--- config.mk ---
export PLATFORM = sky130hd
export DESIGN_NAME = rm4u_err_sweep
export DESIGN_NICKNAME = d
export VERILOG_FILES = /design/src/rtl/rm4u_err_sweep.sv
export SDC_FILE = /design/constraint.sdc
export NUM_CORES = 1
export LEC_CHECK = 0
export CORE_ASPECT_RATIO = 1.75
export CORE_MARGIN = 3
export CORE_UTILIZATION = 35
export DETAILED_ROUTE_END_ITERATION = 10
export PLACE_DENSITY_LB_ADDON = 0.12
export SYNTH_ARGS = -nofsm -noshare
export SYNTH_HDL_FRONTEND = slang
export SYNTH_SLANG_ARGS = --single-unit
--- constraint.sdc ---
create_clock -name clk -period 7.76 [get_ports clk]
set_input_delay 1.164 -clock clk [delete_from_list [all_inputs] [get_ports clk]]
set_output_delay 1.164 -clock clk [all_outputs]
set_load 0.1 [all_outputs]
--- src/rtl/rm4u_err_sweep.sv ---
// rm4u_err_sweep: drives every operand pair into a combinational W x W multiplier
// under test, compares its product against the exact product and accumulates
// error statistics (error count, absolute-error sum, signed bias, worst case).
module rm4u_err_sweep #(
  parameter int unsigned W     = 4,
  parameter int unsigned CNT_W = 2*W+1,
  parameter int unsigned SUM_W = 4*W
) (
  input  logic               clk,
  input  logic               rst_n,
  input  logic               start,
  output logic [W-1:0]       a_o,
  output logic [W-1:0]       b_o,
  input  logic [2*W-1:0]     mut_p,
  output logic               busy,
  output logic               done,
  output logic [CNT_W-1:0]   err_cnt,
  output logic [SUM_W-1:0]   sum_ed,
  output logic [SUM_W:0]     bias,
  output logic [2*W-1:0]     max_ed,
  output logic [W-1:0]       worst_a,
  output logic [W-1:0]       worst_b
);

  typedef enum logic [1:0] {
    IDLE  = 2'd0,
    SWEEP = 2'd1,
    DRAIN = 2'd2,
    DONE  = 2'd3
  } state_t;

  state_t state_q, state_d;

  // Pair counter carries one extra bit: it runs to 2^(2W) so the state machine
  // stays in SWEEP for the cycle that captures the final MUT product.
  logic [2*W:0]   cnt;
  logic           v0;          // a_o/b_o hold a pair that belongs to this sweep
  logic           s1_v;
  logic [W-1:0]   s1_a;
  logic [W-1:0]   s1_b;
  logic [2*W-1:0] s1_p;

  logic [2*W-1:0] exact;
  logic [2*W:0]   diff;
  logic [2*W:0]   diff_neg;
  logic [2*W-1:0] ed;

  logic start_ok;
  assign start_ok = (state_q == IDLE) && start;

  // State register
  always_ff @(posedge clk or negedge rst_n) begin
    if (!rst_n) state_q <= IDLE;
    else        state_q <= state_d;
  end

  // Next-state and status outputs
  always_comb begin
    state_d = state_q;
    busy    = 1'b0;
    done    = 1'b0;
    unique case (state_q)
      IDLE:  if (start) state_d = SWEEP;
      SWEEP: begin
        busy = 1'b1;
        if (cnt[2*W]) state_d = DRAIN;
      end
      DRAIN: begin
        busy    = 1'b1;
        state_d = DONE;
      end
      DONE: begin
        done    = 1'b1;
        state_d = IDLE;
      end
      default: state_d = IDLE;
    endcase
  end

  // Operand generator: {a_o,b_o} walks the counter in A-major order
  always_ff @(posedge clk or negedge rst_n) begin
    if (!rst_n) begin
      cnt <= '0;
      v0  <= 1'b0;
      a_o <= '0;
      b_o <= '0;
    end else if (start_ok) begin
      cnt <= '0;
      v0  <= 1'b0;
    end else if (state_q == SWEEP && !cnt[2*W]) begin
      {a_o, b_o} <= cnt[2*W-1:0];
      cnt        <= cnt + 1'b1;
      v0         <= 1'b1;
    end else begin
      v0 <= 1'b0;
    end
  end

  // Stage 1: capture the pair together with the MUT's product for it
  always_ff @(posedge clk or negedge rst_n) begin
    if (!rst_n) begin
      s1_v <= 1'b0;
      s1_a <= '0;
      s1_b <= '0;
      s1_p <= '0;
    end else if (start_ok) begin
      s1_v <= 1'b0;
    end else begin
      s1_v <= v0;
      s1_a <= a_o;
      s1_b <= b_o;
      s1_p <= mut_p;
    end
  end

  // Stage 2 arithmetic: exact product, signed difference, absolute error
  always_comb begin
    exact    = {{W{1'b0}}, s1_a} * {{W{1'b0}}, s1_b};
    diff     = {1'b0, s1_p} - {1'b0, exact};
    diff_neg = '0 - diff;
    ed       = diff[2*W] ? diff_neg[2*W-1:0] : diff[2*W-1:0];
  end

  // Stage 2 accumulation; strict compare keeps the first pair on ties
  always_ff @(posedge clk or negedge rst_n) begin
    if (!rst_n) begin
      err_cnt <= '0;
      sum_ed  <= '0;
      bias    <= '0;
      max_ed  <= '0;
      worst_a <= '0;
      worst_b <= '0;
    end else if (start_ok) begin
      err_cnt <= '0;
      sum_ed  <= '0;
      bias    <= '0;
      max_ed  <= '0;
      worst_a <= '0;
      worst_b <= '0;
    end else if (s1_v) begin
      err_cnt <= err_cnt + {{(CNT_W-1){1'b0}}, |ed};
      sum_ed  <= sum_ed + {{(SUM_W-2*W){1'b0}}, ed};
      bias    <= bias + {{(SUM_W-2*W){diff[2*W]}}, diff};
      if (ed > max_ed) begin
        max_ed  <= ed;
        worst_a <= s1_a;
        worst_b <= s1_b;
      end
    end
  end

endmodule

## Word-level counts from Yosys, hierarchy flattened

Index checks and enable logic that the tools add are counted.

| operators by class | value |
|---|---|
| order comparisons | 1 |
| div/mod/pow operators | 0 |
| add/subtract/negate cells | 6 |
| reductions and logical operators | 12 |
| bitwise gates (word level) | 1 |
| multiplexer cells | 26 |
| $mul | 1 |
| shift-type cells | 0 |
| equal/unequal tests | 5 |

Operators with widths:

| cell | count |
|---|---|
| $mux 9 | 4 |
| $mux 17 | 2 |
| $mux 16 | 2 |
| $mux 8 | 4 |
| $mux 4 | 6 |
| $add 17x17->17 | 1 |
| $add 16x8->16 | 1 |
| $add 9x1->9 | 1 |
| $add 9x1->9 const B | 1 |
| $sub 8x8->9 | 1 |
| $gt 8x8->1 | 1 |
| $mul 4x4->8 | 1 |
| $pmux 2 s4 | 1 |
| $reduce_or 8->1 | 1 |
| $sub 1x8->8 const A | 1 |
| $reduce_and 2->1 | 3 |
| $reduce_bool 2->1 | 3 |
| $mux 1 | 5 |
| $eq 2x2->1 const B | 2 |
| $mux 2 | 2 |
| $ne 2x2->1 const B | 2 |
| $eq 2x1->1 const B | 1 |
| $logic_and 1x1->1 | 2 |
| $logic_not 2->1 | 1 |
| other kinds (3) | 3 |

| storage, ports and cells | value |
|---|---|
| bits in read-only memories | 0 |
| output and inout port bits | 68 |
| memories kept | 0 |
| flip-flop bits (word level) | 95 |
| bits in latches | 0 |
| word-level logic and storage cells | 67 |
| RAM bits | 0 |

## Logic depth before layout (Yosys ltp)

| logic depth | value |
|---|---|
| depth in word-level cells | 8 |
| mapped depth | 23 |

## Worst setup path before layout

Ideal clock, no wire load.

| timing | value |
|---|---|
| kind | flip-flop to flip-flop |
| from | reg s1_a[0] |
| to | reg worst_a[3] |
| path slack | 2.592 ns |
| arrival | 5.036 ns |
| cell stages (with the launch flop) | 23 |
| buffers on the path | 2 |
| path through | dfrtp_1 > and2_1 > fa_1 > ha_1 > fa_1 > inv_1 > ha_1 > nand3_1 > a21o_1 > a21oi_1 > or3_1 > buf_6 > clkinv_4 > o21a_1 > xnor2_1 > inv_1 > ha_1 > a21o_1 > a21o_1 > o221ai_2 > buf_4 > mux2i_1 > nor2_1 |

| between the ends | value |
|---|---|
| longest elaborated chain between the ends | 7 |

Ends and longest elaborated chain:

| what | RTL line | text |
|---|---|---|
| start, declared | 39 | `logic [W-1:0] s1_a;` |
| start signal, assigned | 110 | `s1_a <= a_o;` |
| $mul 4x4->8 (*) | 118 | `exact = {{W{1'b0}}, s1_a} * {{W{1'b0}}, s1_b};` |
| $sub 8x8->9 (*) | 119 | `diff = {1'b0, s1_p} - {1'b0, exact};` |
| $sub 1x8->8 | 120 | `diff_neg = '0 - diff;` |
| $mux 8 (*) | 121 | `ed = diff[2*W] ? diff_neg[2*W-1:0] : diff[2*W-1:0];` |
| $gt 8x8->1 (*) | 144 | `if (ed > max_ed) begin` |
| $reduce_bool 2->1 (no source line) (*) | -- |  |
| $reduce_and 2->1 (no source line) (*) | -- |  |
| end signal, assigned | 131 | `worst_a <= '0;` |
| end signal, assigned | 138 | `worst_a <= '0;` |
| end signal, assigned | 146 | `worst_a <= s1_a;` |
| end, declared | 21 | `output logic [W-1:0] worst_a,` |

Mark *: on every way between the ends. The rest lies on a longest branch, timed or not.
A chain may end at the register's enable or synchronous reset.

## Final worst setup path

| timing | value |
|---|---|
| from | reg s1_a[0] |
| to | reg worst_b[0] |

| between the ends | value |
|---|---|
| longest elaborated chain between the ends | 7 |

Ends and longest elaborated chain:

| what | RTL line | text |
|---|---|---|
| $mul 4x4->8 (*) | 118 |  |
| $sub 8x8->9 (*) | 119 |  |
| $sub 1x8->8 | 120 |  |
| $mux 8 (*) | 121 |  |
| $gt 8x8->1 (*) | 144 |  |
| $reduce_bool 2->1 (no source line) (*) | -- |  |
| $reduce_and 2->1 (no source line) (*) | -- |  |
| end signal, assigned | 132 | `worst_b <= '0;` |
| end signal, assigned | 139 | `worst_b <= '0;` |
| end signal, assigned | 147 | `worst_b <= s1_b;` |
| end, declared | 22 | `output logic [W-1:0] worst_b` |

Marks and branches as above.

==> summary by stage <==
Critical path
The critical path ends at worst_b[0]. The launching element of the worst setup path is s1_a[0]. STA classifies the critical path startpoint as a flop. Counting cells, the worst reg-to-reg path comes to 20. The worst path arrival time is 6.38 ns. For the worst setup path, the data required time is ~8 ns. STA classifies the critical path endpoint as a flop. In this run the register-to-register setup slack is 1.59 ns. The peak fanout along the critical path is 17. The kind of critical path is reg2reg. In this run the critical register-to-register path is captured at worst_b[0]. The startpoint identified for the worst register-to-register timing path is s1_a[0].

Floorplan
The floorplan step set the die width to 109 um. Once the floorplan was initialized, standard cells occupied between 30% and 40% of the core. The chip height is 186 um. The total core area is about 0.018 sq mm.

The area of the die is about 0.020 sq mm. The number of top-level pins is 79. The initialized floorplan defines 65 standard-cell rows.

Timing
Setup repair after global routing left no endpoint under its margin. The shortest period the worst path allows is 6.17 ns. The share of the cycle needed by the critical path after routing is 79.5%. The number of hold violations in the final report came to 0. The number of endpoints failing setup at the final stage is 0. The total count of max-transition violations in the final report is 0. On the final layout, the worst clock skew is 0.0109 ns. The final-layout worst hold slack is 0.448 ns. The accumulated negative setup slack is 0 ns. Timing would allow up to 162 MHz. The transition at the pin with the smallest max-transition slack is 1.02 ns. In this run the tightest slew margin relative to its limit is 31.5%.

Clocking
The CTS tree is built. For this design, the CTS-stage hold fixing added 0 buffers. The number of CTS-inserted buffers is 9. The clock passes through at most 2 buffers. The depth of the CTS H-tree is 3. After clock tree synthesis, the clock-pin slew on the worst setup and hold paths is 0.07 ns. The post-CTS resize count is 0. The root cell of the clock tree is clkbuf_16.

After clock tree synthesis, the setup repair step added 0 buffers. The later-pin clock latency in the skew report is around 0.35 ns. Clock tree synthesis found a total of 95 sinks.

Yosys
A synthesized cell averages 9.22 sq um. The combined area of all synthesized cells is 0.00649 sq mm. The number of unique standard cell types used by synthesis is 68. The proportion of synthesized chip area in sequential cells is 36.6%. Counting flops and latches in the post-synthesis netlist gives 95. For this run, asynchronously set or reset flops after synthesis account for 100%. The most used flip-flop cell after synthesis is dfrtp_1. The post-synthesis net count is 786. The count of synthesis-stage warnings from yosys is 0. The number of synthesized flops with an enable pin is 0. The cell count after synthesis came out at 704.

Placed design
The final weighted congestion in routability-driven placement is around 0.85. The port buffer count is between 70 and 80. Detailed placement finished with a half-perimeter wire length of between 10000 and 15000 um.

Routing
Using the TritonRoute via totals, the vias-per-cell ratio works out to 5.16. The detailed-router iteration count before antenna repair is 4. The detailed router placed 5217 vias in this run.

In the final routed layout, each cell accounts on average for about 16 um. For this run, design rule violations remaining after detail routing come to 0. The total length of routed wires is 16100 um. For this block, the initial DRC count from the detailed router was roughly 160. In this run the remaining antenna-violating nets after routing total 0.

Cells and area
The area added between synthesis and finish is 19.8%. The share of final-layout standard cells stronger than drive strength 1 is 6.05%. After the last flow step, the layout net total stands at 855. 0 antenna diodes ended up in the layout. Fill cells in the final layout number 1811.

GRT
The first-pass GRT wire length is 26800 um. The pin count of the biggest net entering global routing is 74. Global routing used 16.8% of the available tracks.

The initial antenna violation count is 0. The number of global-route vias before repair is 5448. The total overflow left after global routing is 0.

Outcome
The run finished with clean final reports.

Worst hold path
The path class of the tightest hold or removal check is reg2reg.

Flow run
Across the run, the number of max-cap violations was 0.
-- critical path, cell delays in order, from the launching register on --
cell and delay, ns:
dfrtp_1 0.43, and2_1 0.19, fa_1 0.47, ha_1 0.32, fa_1 0.51, inv_1 0.04, ha_1 0.41, nand3_1 0.13
a21o_1 0.19, a21oi_1 0.26, or3_1 0.37, clkinv_4 0.23, o21a_1 0.16, xnor2_1 0.40, inv_1 0.15, ha_1 0.31
a21o_1 0.16, a21o_1 0.20, o221ai_2 0.77, mux2i_1 0.27, nor2_1 0.06
-- metrics by stage --
| stage | util (%) | cell area, sq um | std cells | setup WS [ns] |
|---|---|---|---|---|
| floorplan | - | 6490 | 704 | 2.59 |
| global placement | 41.3 | 7480 | 996 | 1.72 |
| detailed placement | 41.3 | 7480 | 996 | 1.59 |
| CTS | 42.9 | 7780 | 1011 | 1.57 |
| global route | 42.9 | 7780 | 1011 | 1.17 |
| finish | 42.9 | 7780 | 1011 | 1.59 |
-- registers in the layout, indices dropped and copies added, names as in the netlist --
name,flops
a_o,4
b_o,4
bias,17
cnt,9
err_cnt,9
max_ed,8
s1_a,4
s1_b,4
s1_p,8
s1_v,1
state_q,2
sum_ed,16
v0,1
worst_a,4
worst_b,4
-- area by class of cell --
type	instances	area (sq um)	area share, %
Clock buffer	9	225	2.90
Clock inverter	6	68.8	0.885
Inverter	66	253	3.25
Multi-Input combinational cell	518	3740	48.1
Sequential cell	95	2380	30.6
Tap cell	234	293	3.77
Timing Repair Buffer	83	816	10.5
-- placed cells by master, fill, tap and decap left out, types with 3 or more instances in the layout --
master | netlist | layout
dfrtp_1 | 95 | 95
clkdlybuf4s50_1 | 0 | 77
nand2_1 | 70 | 70
inv_1 | 64 | 64
ha_1 | 60 | 60
nor2_1 | 59 | 59
a21oi_1 | 43 | 43
o21ai_0 | 35 | 35
xnor2_1 | 23 | 23
mux2i_1 | 21 | 21
and2_1 | 18 | 17
nand3_1 | 16 | 16
a21o_1 | 15 | 15
xor2_1 | 14 | 14
nand4_1 | 13 | 13
fa_1 | 11 | 11
or3_1 | 10 | 10
clkbuf_16 | 0 | 9
a211oi_1 | 8 | 8
nor2b_1 | 7 | 7
o21a_1 | 7 | 7
mux2_2 | 7 | 7
nor3_1 | 6 | 6
and3_1 | 6 | 6
buf_4 | 2 | 6
nor4_1 | 5 | 5
nand3b_1 | 5 | 5
o31ai_1 | 4 | 4
nand2b_1 | 4 | 4
o21bai_1 | 4 | 4
o21ai_1 | 3 | 3
a31oi_1 | 3 | 3
a21oi_2 | 3 | 3
-- synthesized netlist by cell type (all sizes together) (16+ instances only) --
| cell type | number | area [sq um] |
|---|---|---|
| ha | 60 | 751 |
| clkbuf | 18 | 67.6 |
| nand2 | 70 | 263 |
| nor2 | 59 | 221 |
| inv | 65 | 244 |
| xnor2 | 25 | 234 |
| dfrtp | 95 | 2380 |
| mux2i | 21 | 210 |
| o21ai | 38 | 190 |
| nand3 | 16 | 80.1 |
| a21oi | 46 | 241 |
| and2 | 19 | 121 |
-- worst min path at each step --
stage,startpoint,to,cells past startpoint
after floorplan,v0,s1_v,1
after global placement,v0,s1_v,1
after detailed placement,v0,s1_v,1
after CTS,v0,s1_v,1
after global routing,v0,s1_v,1
final,v0,s1_v,1
-- layer usage --
| metal | routed length, um | track usage [%] | share of wire (%) | vias up |
|---|---|---|---|---|
| met1 | 6450 | 18.6 | 40 | 2510 |
| met2 | 8800 | 31.5 | 54 | 107 |
| met3 | 445 | 2.38 | 2.8 | 31 |
| li1 | - | - | - | 2569 |
| met4 | 452 | 6.88 | 2.8 | 0 |
| met5 | 0 | 0 | 0 | - |
-- kinds of logic after synthesis --
group / count (synthesis) / share of synthesized area, %
muxes: 28 / 4.45
buffers and inverters: 91 / 5.71
xor gates and xnor gates: 40 / 5.75
and+or+nand+nor: 227 / 16.9
adders and majority gates: 71 / 15.0
AOI/OAI and AO/OA: 152 / 15.6
DFF: 95 / 36.6
Power is left out: the tool's default activity adds up to more than one toggle a clock period on the data nets, which glitch-free logic cannot reach.
